$ cat config.mk
export PLATFORM = sky130hd
export DESIGN_NAME = fifo_wr_arb_flat
export DESIGN_NICKNAME = d
export VERILOG_FILES = /design/src/rtl/fifo_wr_arb_if.sv /design/src/rtl/fifo_wr_arb.sv /design/src/flat_wrapper.sv
export SDC_FILE = /design/constraint.sdc
export NUM_CORES = 1
export LEC_CHECK = 0
export CORE_MARGIN = 5
export CORE_UTILIZATION = 30
export DETAILED_ROUTE_END_ITERATION = 7
export DONT_BUFFER_PORTS = 1
export PLACE_DENSITY = 0.52
export SKIP_LAST_GASP = 1
export SLEW_MARGIN = 10
export SYNTH_ARGS = -nofsm -noshare
export SYNTH_HDL_FRONTEND = slang
export SYNTH_SLANG_ARGS = --single-unit
$ cat constraint.sdc
create_clock -name wclk -period 4 [get_ports wclk]
set_clock_uncertainty 0.05 [all_clocks]
set_input_delay 0.8 -clock wclk [delete_from_list [all_inputs] [get_ports wclk]]
set_output_delay 0.8 -clock wclk [all_outputs]
set_load 0.005 [all_outputs]
$ cat src/rtl/fifo_wr_arb_if.sv
// Requester-side and FIFO-write-side signal bundle for fifo_wr_arb.
// slave = arbiter view, master = driver/monitor view.
interface fifo_wr_arb_if #(
  parameter int NREQ  = 4,
  parameter int DSIZE = 16
);
  localparam int GW = $clog2(NREQ);

  logic [NREQ-1:0]       req_valid;
  logic [NREQ*DSIZE-1:0] req_data;
  logic [NREQ-1:0]       req_last;
  logic [NREQ-1:0]       req_ready;
  logic                  wfull;
  logic                  winc;
  logic [DSIZE-1:0]      wdata_in;
  logic [GW-1:0]         grant_id;
  logic                  busy;

  modport slave (
    input  req_valid, req_data, req_last, wfull,
    output req_ready, winc, wdata_in, grant_id, busy
  );

  modport master (
    output req_valid, req_data, req_last, wfull,
    input  req_ready, winc, wdata_in, grant_id, busy
  );
endinterface

$ cat src/rtl/fifo_wr_arb.sv
// Round-robin, packet-based arbiter sharing one FIFO write port; one IDLE cycle per grant.
// Write path is combinational so wfull stalls the granted requester in the same cycle.
module fifo_wr_arb #(
  parameter int NREQ  = 4,
  parameter int DSIZE = 16,
  parameter int BURST = 8
) (
  input  logic          wclk,
  input  logic          wrst_n,
  fifo_wr_arb_if.slave  bus
);
  localparam int GW = $clog2(NREQ);
  localparam int CW = $clog2(BURST + 1);

  typedef enum logic {S_IDLE = 1'b0, S_BURST = 1'b1} state_t;

  state_t          r_state;
  logic [GW-1:0]   r_grant_id;
  logic [GW-1:0]   r_rr_ptr;
  logic [CW-1:0]   r_beat_cnt;

  logic [GW-1:0]   w_pick;
  logic [GW-1:0]   w_idx;
  logic [GW-1:0]   w_next_rr;
  logic [CW-1:0]   w_beat_inc;
  logic            w_found;
  logic            w_winc;
  logic            w_release;

  // Search starts at rr_ptr and wraps modulo NREQ; first valid requester wins.
  always_comb begin
    w_pick  = r_rr_ptr;
    w_found = 1'b0;
    w_idx   = '0;
    for (int k = 0; k < NREQ; k++) begin
      w_idx = GW'((int'(r_rr_ptr) + k) % NREQ);
      if (!w_found && bus.req_valid[w_idx]) begin
        w_pick  = w_idx;
        w_found = 1'b1;
      end
    end
  end

  always_comb begin
    w_winc        = 1'b0;
    bus.req_ready = '0;
    bus.wdata_in  = '0;
    if (r_state == S_BURST) begin
      bus.req_ready[r_grant_id] = ~bus.wfull;
      w_winc                    = bus.req_valid[r_grant_id] & ~bus.wfull;
      bus.wdata_in              = bus.req_data[int'(r_grant_id)*DSIZE +: DSIZE];
    end
  end

  assign bus.winc     = w_winc;
  assign bus.busy     = (r_state == S_BURST);
  assign bus.grant_id = r_grant_id;

  assign w_beat_inc = r_beat_cnt + 1'b1;
  assign w_release  = w_winc & (bus.req_last[r_grant_id] | (w_beat_inc == CW'(BURST)));
  assign w_next_rr  = (r_grant_id == GW'(NREQ - 1)) ? '0 : r_grant_id + 1'b1;

  always_ff @(posedge wclk or negedge wrst_n) begin
    if (!wrst_n) begin
      r_state    <= S_IDLE;
      r_grant_id <= '0;
      r_rr_ptr   <= '0;
      r_beat_cnt <= '0;
    end else begin
      case (r_state)
        S_IDLE: begin
          if (w_found) begin
            r_grant_id <= w_pick;
            r_beat_cnt <= '0;
            r_state    <= S_BURST;
          end
        end
        S_BURST: begin
          // A stalled or invalid cycle leaves the grant and beat count untouched.
          if (w_winc) begin
            r_beat_cnt <= w_beat_inc;
            if (w_release) begin
              r_state  <= S_IDLE;
              r_rr_ptr <= w_next_rr;
            end
          end
        end
        default: r_state <= S_IDLE;
      endcase
    end
  end
endmodule

$ cat src/flat_wrapper.sv
// flat-port wrapper written by rule: the top's interface ports become plain ports
module fifo_wr_arb_flat 
#(
  parameter int NREQ  = 4,
  parameter int DSIZE = 16,
  parameter int BURST = 8
)
  (wclk, wrst_n, bus_req_valid, bus_req_data, bus_req_last, bus_wfull, bus_req_ready, bus_winc, bus_wdata_in, bus_grant_id, bus_busy);
  fifo_wr_arb_if #(.NREQ(NREQ), .DSIZE(DSIZE)) bus_i ();
  input  logic wclk;
  input  logic wrst_n;
  input wire logic [$bits(bus_i.req_valid)-1:0] bus_req_valid;
  input wire logic [$bits(bus_i.req_data)-1:0] bus_req_data;
  input wire logic [$bits(bus_i.req_last)-1:0] bus_req_last;
  input wire logic [$bits(bus_i.wfull)-1:0] bus_wfull;
  output wire logic [$bits(bus_i.req_ready)-1:0] bus_req_ready;
  output wire logic [$bits(bus_i.winc)-1:0] bus_winc;
  output wire logic [$bits(bus_i.wdata_in)-1:0] bus_wdata_in;
  output wire logic [$bits(bus_i.grant_id)-1:0] bus_grant_id;
  output wire logic [$bits(bus_i.busy)-1:0] bus_busy;
  assign bus_i.req_valid = bus_req_valid;
  assign bus_i.req_data = bus_req_data;
  assign bus_i.req_last = bus_req_last;
  assign bus_i.wfull = bus_wfull;
  assign bus_req_ready = bus_i.req_ready;
  assign bus_winc = bus_i.winc;
  assign bus_wdata_in = bus_i.wdata_in;
  assign bus_grant_id = bus_i.grant_id;
  assign bus_busy = bus_i.busy;
  fifo_wr_arb #(.NREQ(NREQ), .DSIZE(DSIZE), .BURST(BURST)) u_core (.wclk(wclk), .wrst_n(wrst_n), .bus(bus_i));
endmodule
======== After elaboration in Yosys (flattened, before gate mapping) ========
Cells that the tools add are included.
W data, S select, Z words.
operators by class
  $add $sub $neg .......................... 5
  $lt $le $gt $ge ......................... 6
  equality and inequality tests ........... 4
  shifts and indexed selects .............. 1
  mux-type cells .......................... 32
  bitwise logic cells ..................... 6
  reductions and logical operators ........ 10
operators with widths
  kind                   number
  $shiftx A64 B7 Y16     1
  $mux W16               1
  $lt A2 B3 Y1 const B   5
  $mux W1                15
  $bmux W1 S2            6
  $mux W4                3
  $mux W2                4
  $pmux W4 S2            1
  $add A2 B1 Y2 const B  2
  $add A2 B2 Y2 const B  2
  $add A4 B1 Y4 const B  1
  $and A4 B4 Y4          1
  $eq A4 B4 Y1 const B   1
  $logic_and A1 B1 Y1    4
  $reduce_and A2 Y1      2
  $logic_not A1 Y1       3
  $reduce_and A3 Y1      1
  $and A1 B1 Y1          2
  $demux W1 S2           1
  $eq A2 B2 Y1 const B   1
  $ge A2 B1 Y1 const B   1
  $ne A2 B1 Y1 const B   1
  $ne A2 B2 Y1 const B   1
  $not A1 Y1             2
  other kinds (2)        2
word-level totals
  register bits after elaboration ......... 9
  input bits .............................. 75
  output and inout bits ................... 24

======== Logic depth before layout (Yosys ltp) ========
Gate-level depths: netlist of run 1.
  depth after elaboration ................. 14
  depth in mapped cells ................... 5
  mapped depth without buffers ............ 4

======== Least setup slack after synthesis of run 1 ========
OpenSTA, ideal clock, no wires.
  path type ............................... flip-flop to output port
  start point ............................. register u_core.r_grant_id[0] (netlist: u_core.bus.grant_id[0])
  end point ............................... output port bus_wdata_in[10]
  arrival ................................. 1.565 ns
  data required time ...................... 3.150 ns
  slack ................................... 1.585 ns
  stages on the path, launching flop included .. 5
  cell sequence ........................... dfrtp_1 -> buf_4 -> buf_6 -> mux4_2 -> and2_1
on the way
  word-level cells in the longest chain between the ends .. 2
RTL lines
  item                    RTL line            text
  from (decl)             fifo_wr_arb.sv:18   logic [GW-1:0] r_grant_id;
  from (signal assigned)  fifo_wr_arb.sv:73   r_grant_id <= w_pick;
  $shiftx A64 B7 Y16      fifo_wr_arb.sv:51   bus.wdata_in = bus.req_data[int'(r_grant_id)*DSIZE +: DSIZE];
  $mux W16                fifo_wr_arb.sv:48   if (r_state == S_BURST) begin
  to (decl)               flat_wrapper.sv:18  output wire logic [$bits(bus_i.wdata_in)-1:0] bus_wdata_in;
Every way passes these cells.

======== Worst setup path after layout of run 1 ========
  start point ............................. register u_core.r_grant_id[1] (netlist: u_core.bus.grant_id[1])
  end point ............................... output port bus_winc
on the way
  word-level cells in the longest chain between the ends .. 4
RTL lines
  item                           RTL line            text
  $bmux W1 S2                    fifo_wr_arb.sv:50   w_winc = bus.req_valid[r_grant_id] & ~bus.wfull;
  $mux W1 (implied by the code)  fifo_wr_arb.sv:50
  $and A1 B1 Y1                  fifo_wr_arb.sv:50
  $mux W1                        fifo_wr_arb.sv:48
  to (decl)                      flat_wrapper.sv:17  output wire logic [$bits(bus_i.winc)-1:0] bus_winc;
Every way passes these cells. The select of a mux whose other input is x is not followed.

==> results.md, run 1 <==
* Number of non-filler instances in the completed layout at 156
* Fmax at ~370 MHz
* Synthesized-area fraction occupied by adder cells at 5.33%
* DP HPWL at 2.78 mm
* Overflow after GRT at 0
* Max rail drop VDD at 0.000225 V
* Clock sink count at 9
* Synth Area in Simple Gates at around a fifth
* Relative max-transition margin at between 40% and 50%
* Worst-margin pin slew at 0.899 ns
* Starting DRT DRC Count at 37
* Crit Path Category: reg2out
* Die Span Y at 72.5 µm
* Top post-synthesis cells by area: mux4_2 33%, dfrtp_1 19%, and2_1 11%
* DRT Pass-1 Iters at 4
* Unrepaired setup endpoints after global routing: false
* Crit path largest cell delay at 0.92 ns
* Post-synthesis mux area share at a little under two fifths
* Post-Syn Area per Cell at around 11 µm²
* Routed WL per cell at 21.0 µm
* Pint at between 0.4 and 0.5 mW
* Async set-reset flop share out of synthesis at between 90% and 100%
* Post-Syn Area at 1170 µm²
* Routed Antenna Nets at 0
* PD cells at 637 nW/µm²
* Vias per cell at a little under 6
* Worst-path clk slew at 0.04 ns
* Crit path arrival time at 1.87 ns
* TritonCTS buffer count at 3
* Core ar. at ~3700 µm²
* Ys Warns at 0
* PostCTS Resize Cnt at 0
* Number of synthesized flops with an enable pin at 0
* Cells after synthesis at 108
* Gpl congestion at 0.795
* Combinational power share at 60.1%
* Vias in the first global route at between 900 and 1000
* Crit path capture type: output port
* Row cnt at 22
* Synth Area in Compound Gates at 11.4%
* Initial antenna violation count at 0
* CTS tree: built
* First-pass GRT wire length at ~5.0 mm
* Root Buffer: clkbuf_8
* Post-CTS setup buffer count at 0
* Static leakage at ~0.47 nW
* Total Routed Length at ~3.3 mm
* Slowest cell on the critical path: dfrtp_1
* Synth cell count leaders: 20 x and2_1, 17 x mux4_2, 9 x dfrtp_1
* HP Class: in2async
* Sw frac at 41.4%
* Post-route minimum period at between 2 and 3 ns
* Startpoint types: flop
* Top-area cell type share of the netlist area at approximately 33%
* ANT cells at 0
* Seq pwr share at 27.3%
* Yosys reg bits at 9
* Sw power at 0.331 mW
* Synth Area in XOR/XNOR at 0.746%
* NumNets Final at 189
* Clk network pwr share at 12.6%
* Crit-path cells: mux4_2, nand2_4, inv_1
* Status: complete, no violations
* Pin count of the biggest net entering global routing at 24
* Die Area at 5260 µm²
* Register area share after synthesis at between 10% and 20%
* Clock latency on the worst-skew pair at ~0.23 ns
* Yosys top cell by area: mux4_2
* Main flop type after synthesis: dfrtp_1
* IO Pins at 99
* Routed via count at 927
* Die X at 72.5 µm
* Setup TNS at 0 ns
* Detailed-route DRC error count at 0
* Most numerous cell in the Yosys netlist: and2_1
* H-tree depth at 1
* Final period utilization at 67.9%
* Area growth, synth to finish at 6.82%
* Number of port buffers at 0
* WP data required at 3.15 ns
* Worst-case clock buffer depth at 2
* # hold bufs at CTS at 0
* Max-cap violations at 0
* Largest family of logic cells by synthesized area: multiplexers
* Net Count, Synth at 188
* Crit Path Max Fanout at 23
* Starting density of the core at 31.6%
* Placed cell count at approximately 150
* Hold Fails Final Rpt at 0
* Max Transition Viols Final at 0
* Fin Hold WS at between 0.2 and 0.25 ns
* Share of cells above drive strength 1 at approximately 25%
* GRT Total Usage at between 10 and 15%
* Setup violators final at 0
* Cell variety after synth at 31
-- registers in the layout, indices dropped and copies added, names as in the netlist --
register and count:
u_core.bus.grant_id 2, u_core.r_beat_cnt 4, u_core.bus.busy 1, u_core.r_rr_ptr 2
-- worst max-delay path, delay by kind of cell (launching register included) --
kind | cells | cell delay, ns
multiplexers | 1 | 0.50
buffers and inverters | 1 | 0.07
flip-flops | 1 | 0.92
AND/OR/NAND/NOR | 1 | 0.15
-- path summary, 6_finish.rpt --
kind | start | end | slack [ns] | cells past startpoint
setup / recovery | u_core.bus.grant_id[1] | bus_winc | 1.28 | 3
hold / removal | wrst_n | u_core.r_beat_cnt[0] | 0.22 | 0
setup reg to reg | u_core.bus.grant_id[1] | u_core.r_rr_ptr[0] | 1.82 | 4
hold reg to reg | u_core.r_beat_cnt[0] | u_core.r_beat_cnt[0] | 0.52 | 1
max in group asynchronous | wrst_n | u_core.bus.grant_id[1] | 3.61 | 0
min in group wclk | u_core.r_beat_cnt[0] | u_core.r_beat_cnt[0] | 0.52 | 1
-- cells by family after synthesis --
family,Yosys count
adder cells (fa/ha/maj),5
multiplexers,22
AND/OR/NAND/NOR,41
XOR/XNOR,1
AO/OA/AOI/OAI,19
flip-flops,9
buffers and inverters,11
-- per-stage QoR --
stage	cell area [µm²]	utilization, %	power [mW]	worst slack (ns)
final	1250	33.7	0.799	1.28
after global routing	1250	33.7	0.881	1.12
after detailed placement	1210	32.5	0.709	1.51
after floorplan	1170	-	0.630	1.59
after CTS	1250	33.7	0.816	1.25
after global placement	1210	32.5	0.694	1.56
-- power by group through the flow --
stage	Combinational, mW	Sequential [mW]	Clock (mW)
floorplan	0.459	0.172	0
global placement	0.478	0.215	0
detailed placement	0.489	0.220	0
CTS	0.490	0.220	0.105
global route	0.535	0.233	0.112
finish	0.480	0.218	0.100
-- routing by layer --
metal	share of wire (%)	up-vias	global-route usage (%)	wire, µm
li1	-	413	-	-
met1	37	453	13.7	1200
met2	52	59	22.3	1710
met3	10	2	3.74	336
met4	0.89	0	2.66	29
met5	0	-	0	0
-- cell type report --
class,count,area [µm²]
flip-flops and latches,9,225
repair buffers,1,7.51
clock buffers,4,45.0
inverters,6,22.5
multi-input cells,88,893
well taps,48,60.1
fillers,383,2460
-- cells in the final DEF (no fill, tap or decap), drive strengths merged --
cell type and count:
nor2 2, mux4 17, and2 20, inv 6
nor2b 3, nor3b 1, o41ai 1, clkbuf 4
nand2 5, ha 5, o22ai 1, and3b 1
o211ai 2, buf 1, nand4b 1, a21boi 1
o221ai 1, nand3 7, mux2 3, xor2 1
mux2i 2, o22a 1, dfrtp 9, a21oi 6
nand2b 1, o21ai 6
(Power assumes the default switching activity.)
==> run 2, diff against run 1 <==
--- a/config.mk
+++ b/config.mk
@@ -9,7 +9,7 @@
 export CORE_UTILIZATION = 30
 export DETAILED_ROUTE_END_ITERATION = 7
 export DONT_BUFFER_PORTS = 1
-export PLACE_DENSITY = 0.52
+export PLACE_DENSITY = 0.53
 export SKIP_LAST_GASP = 1
 export SLEW_MARGIN = 10
 export SYNTH_ARGS = -nofsm -noshare
==> constraint.sdc (replaced) <==
create_clock -name wclk -period 2.3 [get_ports wclk]
set_clock_uncertainty 0.05 [all_clocks]
set_input_delay 0.46 -clock wclk [delete_from_list [all_inputs] [get_ports wclk]]
set_output_delay 0.46 -clock wclk [all_outputs]
set_load 0.005 [all_outputs]
==> run 2 against run 1 <==
Against the previous run:
- sequential cell count is the same
- first-iteration DRC count shrank 51%
- setup slack lost 1.1 ns
- count of clock-buffer cells in the layout is the same
- register-to-register slack lost 1.2 ns
- final area grew 3.0%
- non-clock buffer count grew 3
- sequential power grew 35%
- critical path depth is the same
- sequential share of layout area shrank 0.52 points
- highest routed layer is now met3
- critical endpoint is now bus_wdata_in[1]
- global-route usage shrank 0.99 points
==> results.md, run 2 (synthesized netlist as in run 1, its figures left out) <==
* Status: complete, no violations
* Die Area at 5260 µm²
* Final Cell Area at ~1300 µm²
* Post-CTS setup buffer count at 0
* Routed via count at 906
* Reg2reg path depth at 4
* Final-layout fill cell count at 380
* Area growth, synth to finish at 10.0%
* Worst-path clk slew at 0.04 ns
* NumNets Final at 192
* Starting density of the core at 31.6%
* Detailed-route DRC error count at 0
* Number of port buffers at 0
* Clock sink count at 9
* Post-route minimum period at approximately 2.1 ns
* Crit-path cells: buf_12, mux4_2, and2_1
* Max reg flops at 4
* Static leakage at between 0.4 and 0.5 nW
* Worst-margin pin slew at approximately 0.75 ns
* Share of cells above drive strength 1 at about a quarter
* Commonest non-fill, non-tap cell in the layout: and2_1
* Total Routed Length at 3.23 mm
* Dpl ws at 0.441 ns
* PostCTS Resize Cnt at 0
* Vias in the first global route at roughly 950
* Final WS setup at roughly 0.21 ns
* Final period utilization at 90.8%
* Root Buffer: clkbuf_8
* Max-cap violations at 0
* Startpoint types: flop
* ANT cells at 0
* HP Class: in2reg
* Setup violators final at 0
* Crit path arrival time at between 1.5 and 2 ns
* Largest register by flop count: u_core.r_beat_cnt
* Slowest cell on the critical path: mux4_2
* Pin count of the biggest net entering global routing at 24
* Fin Hold WS at 0.428 ns
* PD cells at 1110 nW/µm²
* Hold Crit Start: bus_req_valid[3]
* Worst path top cell family by delay: multiplexers
* Routed Antenna Nets at 0
* Die Span Y at 72.5 µm
* Commonest cells after routing, fill and taps aside: 20 x and2_1, 17 x mux4_2, 9 x dfrtp_1
* Row cnt at 22
* Setup TNS at 0 ns
* Number of non-filler instances in the completed layout at 159
* Routed WL per cell at slightly above 20 µm
* DRT Pass-1 Iters at 4
* Starting DRT DRC Count at 18
* Met2 routed WL at 1.64 mm
* Clock latency on the worst-skew pair at 0.23 ns
* TritonCTS buffer count at 3
* Max rail drop VDD at 0.000488 V
* DP HPWL at 2.79 mm
* Max Transition Viols Final at 0
* Fmax at approximately 480 MHz
* Flop2flop setup slack at roughly 0.58 ns
* Launch point of the worst reg-to-reg path: u_core.bus.grant_id[0]
* DR top layer: met3
* Hold endpoint: u_core.bus.busy
* Placed cell count at 154
* Crit path capture type: output port
* Vias per cell at around 5.7
* Crit Path Max Fanout at 23
* Unrepaired setup endpoints after global routing: false
* WP data required at 1.79 ns
* Core ar. at between 3000 and 4000 µm²
* CTS tree: built
* WHS Path Cells at 2
* Crit path largest cell delay at 0.52 ns
* WL met3 at 440 µm
* Capturing point of the worst reg2reg path: u_core.r_rr_ptr[0]
* Relative max-transition margin at 49.6%
* Initial antenna violation count at 0
* Hold Fails Final Rpt at 0
* Overflow after GRT at 0
* M1 WL at 1.15 mm
* First-pass GRT wire length at 4.71 mm
* Worst-case clock buffer depth at 2
* Buf/Inv on CP at 1
* GRT Total Usage at 11.2%
* Gpl congestion at around 0.73
* Die X at approximately 73 µm
* Crit Path Category: reg2out
* IO Pins at 99
* # hold bufs at CTS at 1
* Post-Place Cell Area at about 1200 µm²
* H-tree depth at 1
[run 2: cell count changes in the layout (fill, tap and decap cells not counted)]
cell           delta
buf_12            +1
buf_4             +1
dlygate4sd3_1     +1
[run 2: per-layer routing]
layer	GRT usage [%]	up-vias
met5	0	-
met4	0.205	0
met3	4.85	0
met2	20.9	61
met1	12.3	427
li1	-	418
[run 2: layout make-up]
class / count / area [µm²] / share of cell area [%]
flip-flops and latches: 9 / 225 / 17.4
well taps: 48 / 60.1 / 4.65
clock buffers: 4 / 45.0 / 3.49
repair buffers: 4 / 45.0 / 3.49
multi-input cells: 88 / 893 / 69.2
inverters: 6 / 22.5 / 1.74
[run 2: worst max path at each step]
stage / slack, ns / cells past startpoint / start / end
floorplan: 0.23 / 4 / u_core.bus.grant_id[0] / bus_wdata_in[10]
global placement: 0.47 / 3 / u_core.bus.grant_id[0] / bus_wdata_in[7]
detailed placement: 0.44 / 3 / u_core.bus.grant_id[0] / bus_wdata_in[1]
CTS: 0.19 / 3 / u_core.bus.grant_id[0] / bus_wdata_in[1]
global route: 0.12 / 3 / u_core.bus.grant_id[0] / bus_wdata_in[2]
finish: 0.21 / 3 / u_core.bus.grant_id[0] / bus_wdata_in[1]
[run 2: where the power goes]
group / internal, mW / leakage [nW] / switching, mW
clock: 0.120 / 0.0228 / 0.0575
sequential: 0.221 / 0.113 / 0.0722
combinational: 0.509 / 0.355 / 0.449
total: 0.850 / 0.491 / 0.578
[run 2: through the flow]
| step | power [mW] | utilization, % |
|---|---|---|
| 2_1_floorplan | 1.10 | - |
| 5_1_grt | 1.56 | 34.7 |
| 3_5_place_dp | 1.27 | 33.3 |
| 4_1_cts | 1.46 | 34.7 |
| 6_report | 1.43 | 34.7 |
| 3_3_place_gp | 1.25 | 33.3 |
==> run 3, diff against run 2 <==
--- a/config.mk
+++ b/config.mk
@@ -5,6 +5,8 @@
 export SDC_FILE = /design/constraint.sdc
 export NUM_CORES = 1
 export LEC_CHECK = 0
+export ABC_AREA = 1
+export CAP_MARGIN = 20
 export CORE_MARGIN = 5
 export CORE_UTILIZATION = 30
 export DETAILED_ROUTE_END_ITERATION = 7
==> run 3 against run 2 <==
Against the previous run:
- highest routed layer is now met4
- maximum frequency is 4.8% higher
- critical path type unchanged
- hold slack better by 0.036 ns
- combinational power is 70% higher
- synthesized area is 22% higher
==> results.md, run 3 <==
* Setup violators final at 0
* Crit path arrival time at 1.48 ns
* Die X at 79.2 µm
* Total power at approximately 2.1 mW
* Ys Warns at 0
* Placed cell count at 312
* Die Area at 6270 µm²
* Worst-path clk slew at 0.05 ns
* Yosys reg bits at 9
* Crit path capture type: output port
* Worst-case clock buffer depth at 2
* Synth cell count leaders: 72 x nor2_1, 55 x nand2_1, 37 x o21ai_0
* Total Routed Length at ~4.5 mm
* PD cells at 1390 nW/µm²
* HP Class: reg2reg
* Unrepaired setup endpoints after global routing: false
* Commonest cells after routing, fill and taps aside: 72 x nor2_1, 55 x nand2_1, 37 x o21ai_0
* Gpl congestion at between 0.8 and 0.9
* Dpl ws at 0.538 ns
* Clock latency on the worst-skew pair at approximately 0.23 ns
* IO Pins at about 100
* TritonCTS buffer count at 3
* Main flop type after synthesis: dfrtp_1
* Post-Syn Area at 1440 µm²
* First-pass GRT wire length at 7.01 mm
* Most numerous cell in the Yosys netlist: nor2_1
* Crit path largest cell delay at 0.38 ns
* Detailed-route DRC error count at 0
* Overflow after GRT at 0
* DRT Pass-1 Iters at 4
* Async set-reset flop share out of synthesis at 100%
* Max reg flops at 4
* Pin count of the biggest net entering global routing at 41
* WP data required at 1.79 ns
* H-tree depth at 1
* Worst path top cell family by delay: buffers and inverters
* Starting density of the core at between 30% and 40%
* Yosys top cell by area: nor2_1
* Area growth, synth to finish at 6.36%
* Routed via count at between 1500 and 2000
* Hold Fails Final Rpt at 0
* ANT cells at 0
* Startpoint types: flop
* Cell variety after synth at 26
* Post-Place Cell Area at 1470 µm²
* Register area share after synthesis at between 10% and 20%
* Initial antenna violation count at 0
* Max Transition Viols Final at 0
* Routed WL per cell at 14.2 µm
* DP HPWL at about 3.6 mm
* Fin Hold WS at 0.464 ns
* Vias in the first global route at 1512
* Static leakage at around 0.73 nW
* Clock sink count at 9
* Top post-synthesis cells by area: nor2_1 19%, dfrtp_1 16%, nand2_1 14%
* Max-cap violations at 0
* Final period utilization at roughly 87%
* Final Cell Area at about 1500 µm²
* PostCTS Resize Cnt at 0
* Core ar. at 4690 µm²
* Status: complete, no violations
* Die Span Y at 79.2 µm
* Max rail drop VDD at 0.000546 V
* Root Buffer: clkbuf_8
* Crit Path Max Fanout at 32
* Commonest non-fill, non-tap cell in the layout: nor2_1
* Number of non-filler instances in the completed layout at 317
* Final WS setup at approximately 0.31 ns
* Top-area cell type share of the netlist area at 18.8%
* Vias per cell at 5.16
* CTS tree: built
* Largest register by flop count: u_core.r_beat_cnt
* Slowest cell on the critical path: dfrtp_1
* Crit Path Category: reg2out
* Worst-margin pin slew at 0.434 ns
* Number of synthesized flops with an enable pin at 0
* Final core occ at 32.5%
* NumNets Final at 344
* Relative max-transition margin at 71.0%
* GRT Total Usage at 13.6%
* Setup TNS at 0 ns
* Post-route minimum period at 1.99 ns
* Row cnt at 25
* Fmax at 502 MHz
* Net Count, Synth at 347
* Cells after synthesis at between 200 and 300
* Crit-path cells: inv_2, a21oi_1, o21ai_1, nand2_1, nand2_2, inv_1
* Routed Antenna Nets at 0
* Buf/Inv on CP at 2
* Number of port buffers at 0
* Share of cells above drive strength 1 at 11.4%
* Starting DRT DRC Count at 84
* Post-Syn Area per Cell at 5.38 µm²
[run 3: timing repair]
action,in CTS,in global routing
buffers inserted,0,0
hold endpoints to repair,9,0
hold buffers,1,0
[run 3: final timing paths]
kind	startpoint	to	slack, ns	depth (start not counted)
setup / recovery	u_core.bus.grant_id[0]	bus_winc	0.31	6
hold reg to reg	u_core.r_beat_cnt[0]	u_core.r_beat_cnt[0]	0.46	1
setup reg to reg	u_core.r_rr_ptr[0]	u_core.bus.grant_id[1]	0.53	11
max in group asynchronous	wrst_n	u_core.bus.grant_id[0]	1.35	1
hold / removal	u_core.r_beat_cnt[0]	u_core.r_beat_cnt[0]	0.46	1
min in group asynchronous	wrst_n	u_core.r_beat_cnt[3]	0.55	1
[run 3: per-layer routing]
| metal | vias to the layer above | share of wire (%) | global-route usage [%] |
|---|---|---|---|
| met3 | 2 | 10 | 5.22 |
| met4 | 0 | 0.089 | 1.37 |
| met5 | - | 0 | 0 |
| met2 | 75 | 47 | 23.7 |
| met1 | 710 | 43 | 16.5 |
| li1 | 848 | - | - |
[run 3: layout make-up]
| type | count | area (µm²) |
|---|---|---|
| Fill cell | 523 | 3170 |
| Sequential cell | 9 | 225 |
| Timing Repair Buffer | 6 | 47.5 |
| Multi-Input combinational cell | 224 | 1060 |
| Clock buffer | 3 | 41.3 |
| Inverter | 20 | 75.1 |
| Clock inverter | 1 | 5.00 |
| Tap cell | 54 | 67.6 |
[run 3: logic make-up (layout without fill, tap and decap cells)]
kind of cell / count (synthesis) / in the layout / synth area share [%]
buf+inv: 34 / 30 / 10.1
fa+ha+maj: 5 / 5 / 4.36
xor+xnor: 1 / 1 / 0.610
simple gates: 156 / 156 / 46.1
flops: 9 / 9 / 15.7
compound gates: 62 / 62 / 23.1
[run 3: power breakdown]
part	switching [mW]	leakage, nW	total [mW]	internal [mW]
combinational	1.09	0.589	1.63	0.540
clock	0.0652	0.0255	0.184	0.118
sequential	0.0926	0.111	0.316	0.223
==> RTL change 1 (flow settings as in run 1) <==
Make the reset (`wrst_n`) synchronous in one clocked block.
--- a/src/rtl/fifo_wr_arb.sv
+++ b/src/rtl/fifo_wr_arb.sv
@@ -60,7 +60,7 @@
   assign w_release  = w_winc & (bus.req_last[r_grant_id] | (w_beat_inc == CW'(BURST)));
   assign w_next_rr  = (r_grant_id == GW'(NREQ - 1)) ? '0 : r_grant_id + 1'b1;
 
-  always_ff @(posedge wclk or negedge wrst_n) begin
+  always_ff @(posedge wclk) begin
     if (!wrst_n) begin
       r_state    <= S_IDLE;
       r_grant_id <= '0;
Formal check against the unedited RTL: differs if wrst_n is asserted again (counterexample within 4 cycles, from zero or initial values and one cycle with wrst_n low); with wrst_n held inactive, the same outputs for 10 cycles.
==> RTL change 1 against run 1 <==
- cell area down 0.30%
- sequential share of layout area down 3.5 points
- area after synthesis down 0.64%
- wire length up 7.4%
- global-route usage up 0.46 points
- core utilization down 0.10 points
- synthesized cell count up 7.4%
- setup slack worse by 20 ps
- sequential cell count unchanged
- critical endpoint is now bus_wdata_in[0]
- largest cell class unchanged
Power is not compared: it rests on default switching activity, and its combinational part moved more than twofold at a synthesized area within 25%.
==> RTL change 1: results (changes against run 1) <==
status=completed (unchanged); Reg2Reg Launch Point=u_core.bus.grant_id[1] (unchanged); share of cells above drive strength 1=19.8% (was 25.0%); CP max stage cell=dfxtp_1 (was dfrtp_1); worst min path class=flip-flop to flip-flop (was input port to asynchronous set/reset pin); GP Congestion=0.777 (was 0.795); vias in the first global route=1003 (was 925); Syn Nets=196 (was 188); worst endpoint data arrival time=1890 ps (was 1870 ps); xor-xnor portion of the synthesized cell area=0% (was 0.746%); total track usage=12.6% (was 12.2%); RR Endpoint=u_core.r_beat_cnt[2] (was u_core.r_rr_ptr[0]); HPWL after DPL=2980 µm (was 2780 µm); Synth Area in Compound Gates=12.6% (was 11.4%); Initial DRC Count=35 (was 37); Synth Area in Adders=5.36% (was 5.33%); mux contribution to synthesized area=38.4% (was 37.8%); slowest stage delay, CP=590 ps (was 920 ps); post-synthesis async set-or-reset flop share=0% (was 100%); Vias/cell=5.94 (about the same); Synth top cells by count=and2_1 (21), mux4_2 (12), dfxtp_1 (9), nand2_1 (9), o21ai_0 (7) (was and2_1 (20), mux4_2 (17), dfrtp_1 (9)); routed wl met3=433 µm (was 336 µm); Worst Setup SP=u_core.bus.grant_id[0] (was u_core.bus.grant_id[1]); register area share after synthesis=15.5% (was 19.2%); router iterations before antenna repair=5 (was 4); setup slack, reg-to-reg=2040 ps (was 1820 ps)
[RTL change 1: worst register-to-register path: stages, from the launching register on]
cell      delay, ps
dfxtp_1         910
mux4_2          450
nand2_2         150
inv_2            80
o211ai_1         80
o21ai_0         100
[RTL change 1: layer usage]
layer | GRT usage (%) | vias up
met4 | 5.01 | 0
met1 | 14.1 | 459
met2 | 20.8 | 70
met3 | 5.82 | 8
met5 | 0 | -
li1 | - | 437
[RTL change 1: how the worst max path moves through the flow]
stage                      end  slack, ps  depth (start not counted)
6_report       bus_wdata_in[0]       1260                          3
3_3_place_gp   bus_wdata_in[0]       1490                          3
2_1_floorplan         bus_winc       1680                          3
3_5_place_dp   bus_wdata_in[0]       1470                          3
5_1_grt        bus_wdata_in[3]       1130                          3
4_1_cts        bus_wdata_in[0]       1210                          3
[RTL change 1: cells by family after synthesis]
kind of cell | after synthesis
AND/OR/NAND/NOR | 47
adder cells (fa/ha/maj) | 5
buffers and inverters | 14
flip-flops | 9
AO/OA/AOI/OAI | 21
multiplexers | 20
[RTL change 1: stage by stage]
step	worst slack [ps]	utilization, %	hold WS, ps	cell area (µm²)	std cells
floorplan	1680	-	420	1170	116
global placement	1490	32.4	441	1200	160
detailed placement	1470	32.4	451	1200	160
CTS	1210	33.6	464	1250	164
global route	1130	33.6	494	1250	164
finish	1260	33.6	459	1250	164
[RTL change 1: layout make-up]
type | instances | area [µm²]
sequential | 9 | 180
timing repair buffer | 3 | 22.5
fill | 385 | 2470
inverter | 7 | 26.3
tap | 48 | 60.1
clock buffer | 4 | 45.0
multi-input combinational | 93 | 916
[RTL change 1: power breakdown]
| part | switching (mW) | internal, mW |
|---|---|---|
| combinational | 0.0614 | 0.0742 |
| clock | 0.0382 | 0.0696 |
| sequential | 0.0172 | 0.0962 |
| total | 0.117 | 0.240 |
==> RTL change 2 (settings of run 1) <==
Made on the original files. `NREQ` is set to 4 in 3 places; all go to 8.
--- a/src/rtl/fifo_wr_arb_if.sv
+++ b/src/rtl/fifo_wr_arb_if.sv
@@ -1,7 +1,7 @@
 // Requester-side and FIFO-write-side signal bundle for fifo_wr_arb.
 // slave = arbiter view, master = driver/monitor view.
 interface fifo_wr_arb_if #(
-  parameter int NREQ  = 4,
+  parameter int NREQ  = 8,
   parameter int DSIZE = 16
 );
   localparam int GW = $clog2(NREQ);
--- a/src/rtl/fifo_wr_arb.sv
+++ b/src/rtl/fifo_wr_arb.sv
@@ -1,7 +1,7 @@
 // Round-robin, packet-based arbiter sharing one FIFO write port; one IDLE cycle per grant.
 // Write path is combinational so wfull stalls the granted requester in the same cycle.
 module fifo_wr_arb #(
-  parameter int NREQ  = 4,
+  parameter int NREQ  = 8,
   parameter int DSIZE = 16,
   parameter int BURST = 8
 ) (
--- a/src/flat_wrapper.sv
+++ b/src/flat_wrapper.sv
@@ -1,7 +1,7 @@
 // flat-port wrapper written by rule: the top's interface ports become plain ports
 module fifo_wr_arb_flat 
 #(
-  parameter int NREQ  = 4,
+  parameter int NREQ  = 8,
   parameter int DSIZE = 16,
   parameter int BURST = 8
 )
Interface: changed (5 resized); port bits go from 99 to 176. The function was not compared with the original's and may differ.
==> RTL change 2 against run 1 <==
- clock power increased by 7%
- core utilization decreased by 1.8 points
- critical path depth increased by 6
- setup slack got worse by 370 ps
- sequential cell count increased by 2
- first-iteration DRC count increased to 3.2 times the old value
- power increased to 3.0 times the old value
- cell area increased by 120%
- wire length increased to 2.7 times the old value
- global-route usage increased by 3.0 points
- via count increased to 2.7 times the old value
- sequential share of layout area decreased by 7.9 points
- area after synthesis increased by 130%
- critical endpoint is now u_core.bus.grant_id[1]
- largest cell class unchanged
- largest power group unchanged
==> RTL change 2: results (changes against run 1) <==
top cells by area, synth=mux4_2 (18%), mux2i_1 (15%), dfrtp_1 (10%), mux2_2 (8.1%), nor2_1 (6.2%) (was mux4_2 (33%), dfrtp_1 (19%), and2_1 (11%), ha_1 (5.3%), nand3_1 (3.0%)); P_comb=2.00 mW (was 480 µW); CP max stage cell=mux4_2 (was dfrtp_1); WL/cell=22.0 µm (was 21.0 µm); DP Area=0.00272 mm² (was 0.00121 mm²); Crit Path Max Fanout=9 (was 23); Slew headroom=48.3% (was 40.1%); Vias/cell=6.17 (was 5.94); first-pass GRT wire length=13600 µm (was 4990 µm); status=completed (unchanged); register area share after synthesis=10.4% (was 19.2%); Initial DRC Count=117 (was 37); GP Congestion=0.839 (was 0.795); total track usage=15.2% (was 12.2%); Reg2Reg Launch Point=u_core.r_rr_ptr[1] (was u_core.bus.grant_id[1]); share of cells above drive strength 1=19.9% (was 25.0%); maximum clock rate=324 MHz (was 368 MHz); Yosys cell types=47 (was 31); post-synthesis async set-or-reset flop share=100% (unchanged); vias in the first global route=2475 (was 925); critical path's top delay family=compound AO/OA/AOI/OAI gates (was flip-flops); RR Endpoint=u_core.bus.grant_id[1] (was u_core.r_rr_ptr[0]); Hold Slack=211 ps (was 218 ps); power share of the combinational group=82.0% (was 60.1%); total of fill cells in the finished design=929 (was 383); Synth Area in Compound Gates=21.0% (was 11.4%); Most flops, register=u_core.r_beat_cnt (unchanged); VDD IR max=220 µV (was 225 µV); Syn Nets=466 (was 188); mux contribution to synthesized area=42.1% (was 37.8%); HPWL after DPL=7200 µm (was 2780 µm); xor-xnor portion of the synthesized cell area=1.98% (was 0.746%); PostCTS Resize Cnt=0 (unchanged); largest net degree at the start of global routing=37 (was 24); clk_lat worst skew=230 ps (about the same); worst setup path category=flip-flop to flip-flop (was flip-flop to primary output); Synth Area in Adders=2.36% (was 5.33%); WL final=8880 µm (was 3270 µm); slowest stage delay, CP=560 ps (was 920 ps); seq pwr=332 µW (was 218 µW); setup slack, reg-to-reg=910 ps (was 1820 ps); initial antenna violation count=0 (unchanged); internal power=1.16 mW (was 468 µW); Place WS=886 ps (was 1510 ps); Synth top cells by count=nor2_1 (44), mux2i_1 (40), mux4_2 (21) (was and2_1 (20), mux4_2 (17), dfrtp_1 (9)); router iterations before antenna repair=5 (was 4); nets=449 (was 189); register area=279 µm² (was 225 µm²); maximum buffer depth of the clock tree=2 (unchanged); Synth Area per Inst=8.45 µm² (was 10.9 µm²); placed insts=400 (was 152); Pleak=1.05 nW (was 0.473 nW); worst endpoint data arrival time=3140 ps (was 1870 ps)
## RTL change 2: cell types whose count changed in the layout (fill, tap and decap cells not counted), sizes merged, moves of 11 or more
| cell | change |
|---|---|
| nor2 | +42 |
| a21oi | +11 |
| mux2i | +38 |
| mux2 | +18 |
| and2 | -17 |
| o22ai | +11 |
## RTL change 2: routing by layer
metal | global-route usage [%] | part of all wire (%) | vias up
li1 | - | - | 1161
met1 | 20.7 | 43 | 1189
met2 | 25.4 | 51 | 129
met3 | 1.99 | 5.5 | 14
met4 | 3.79 | 1.3 | 0
met5 | 0 | 0 | -
## RTL change 2: final cells by class
class | instances | area share [%]
Sequential cell | 11 | 10.1
Timing Repair Buffer | 7 | 1.90
Clock buffer | 4 | 1.63
Tap cell | 108 | 4.88
Multi-Input combinational cell | 266 | 80.4
Inverter | 8 | 1.08
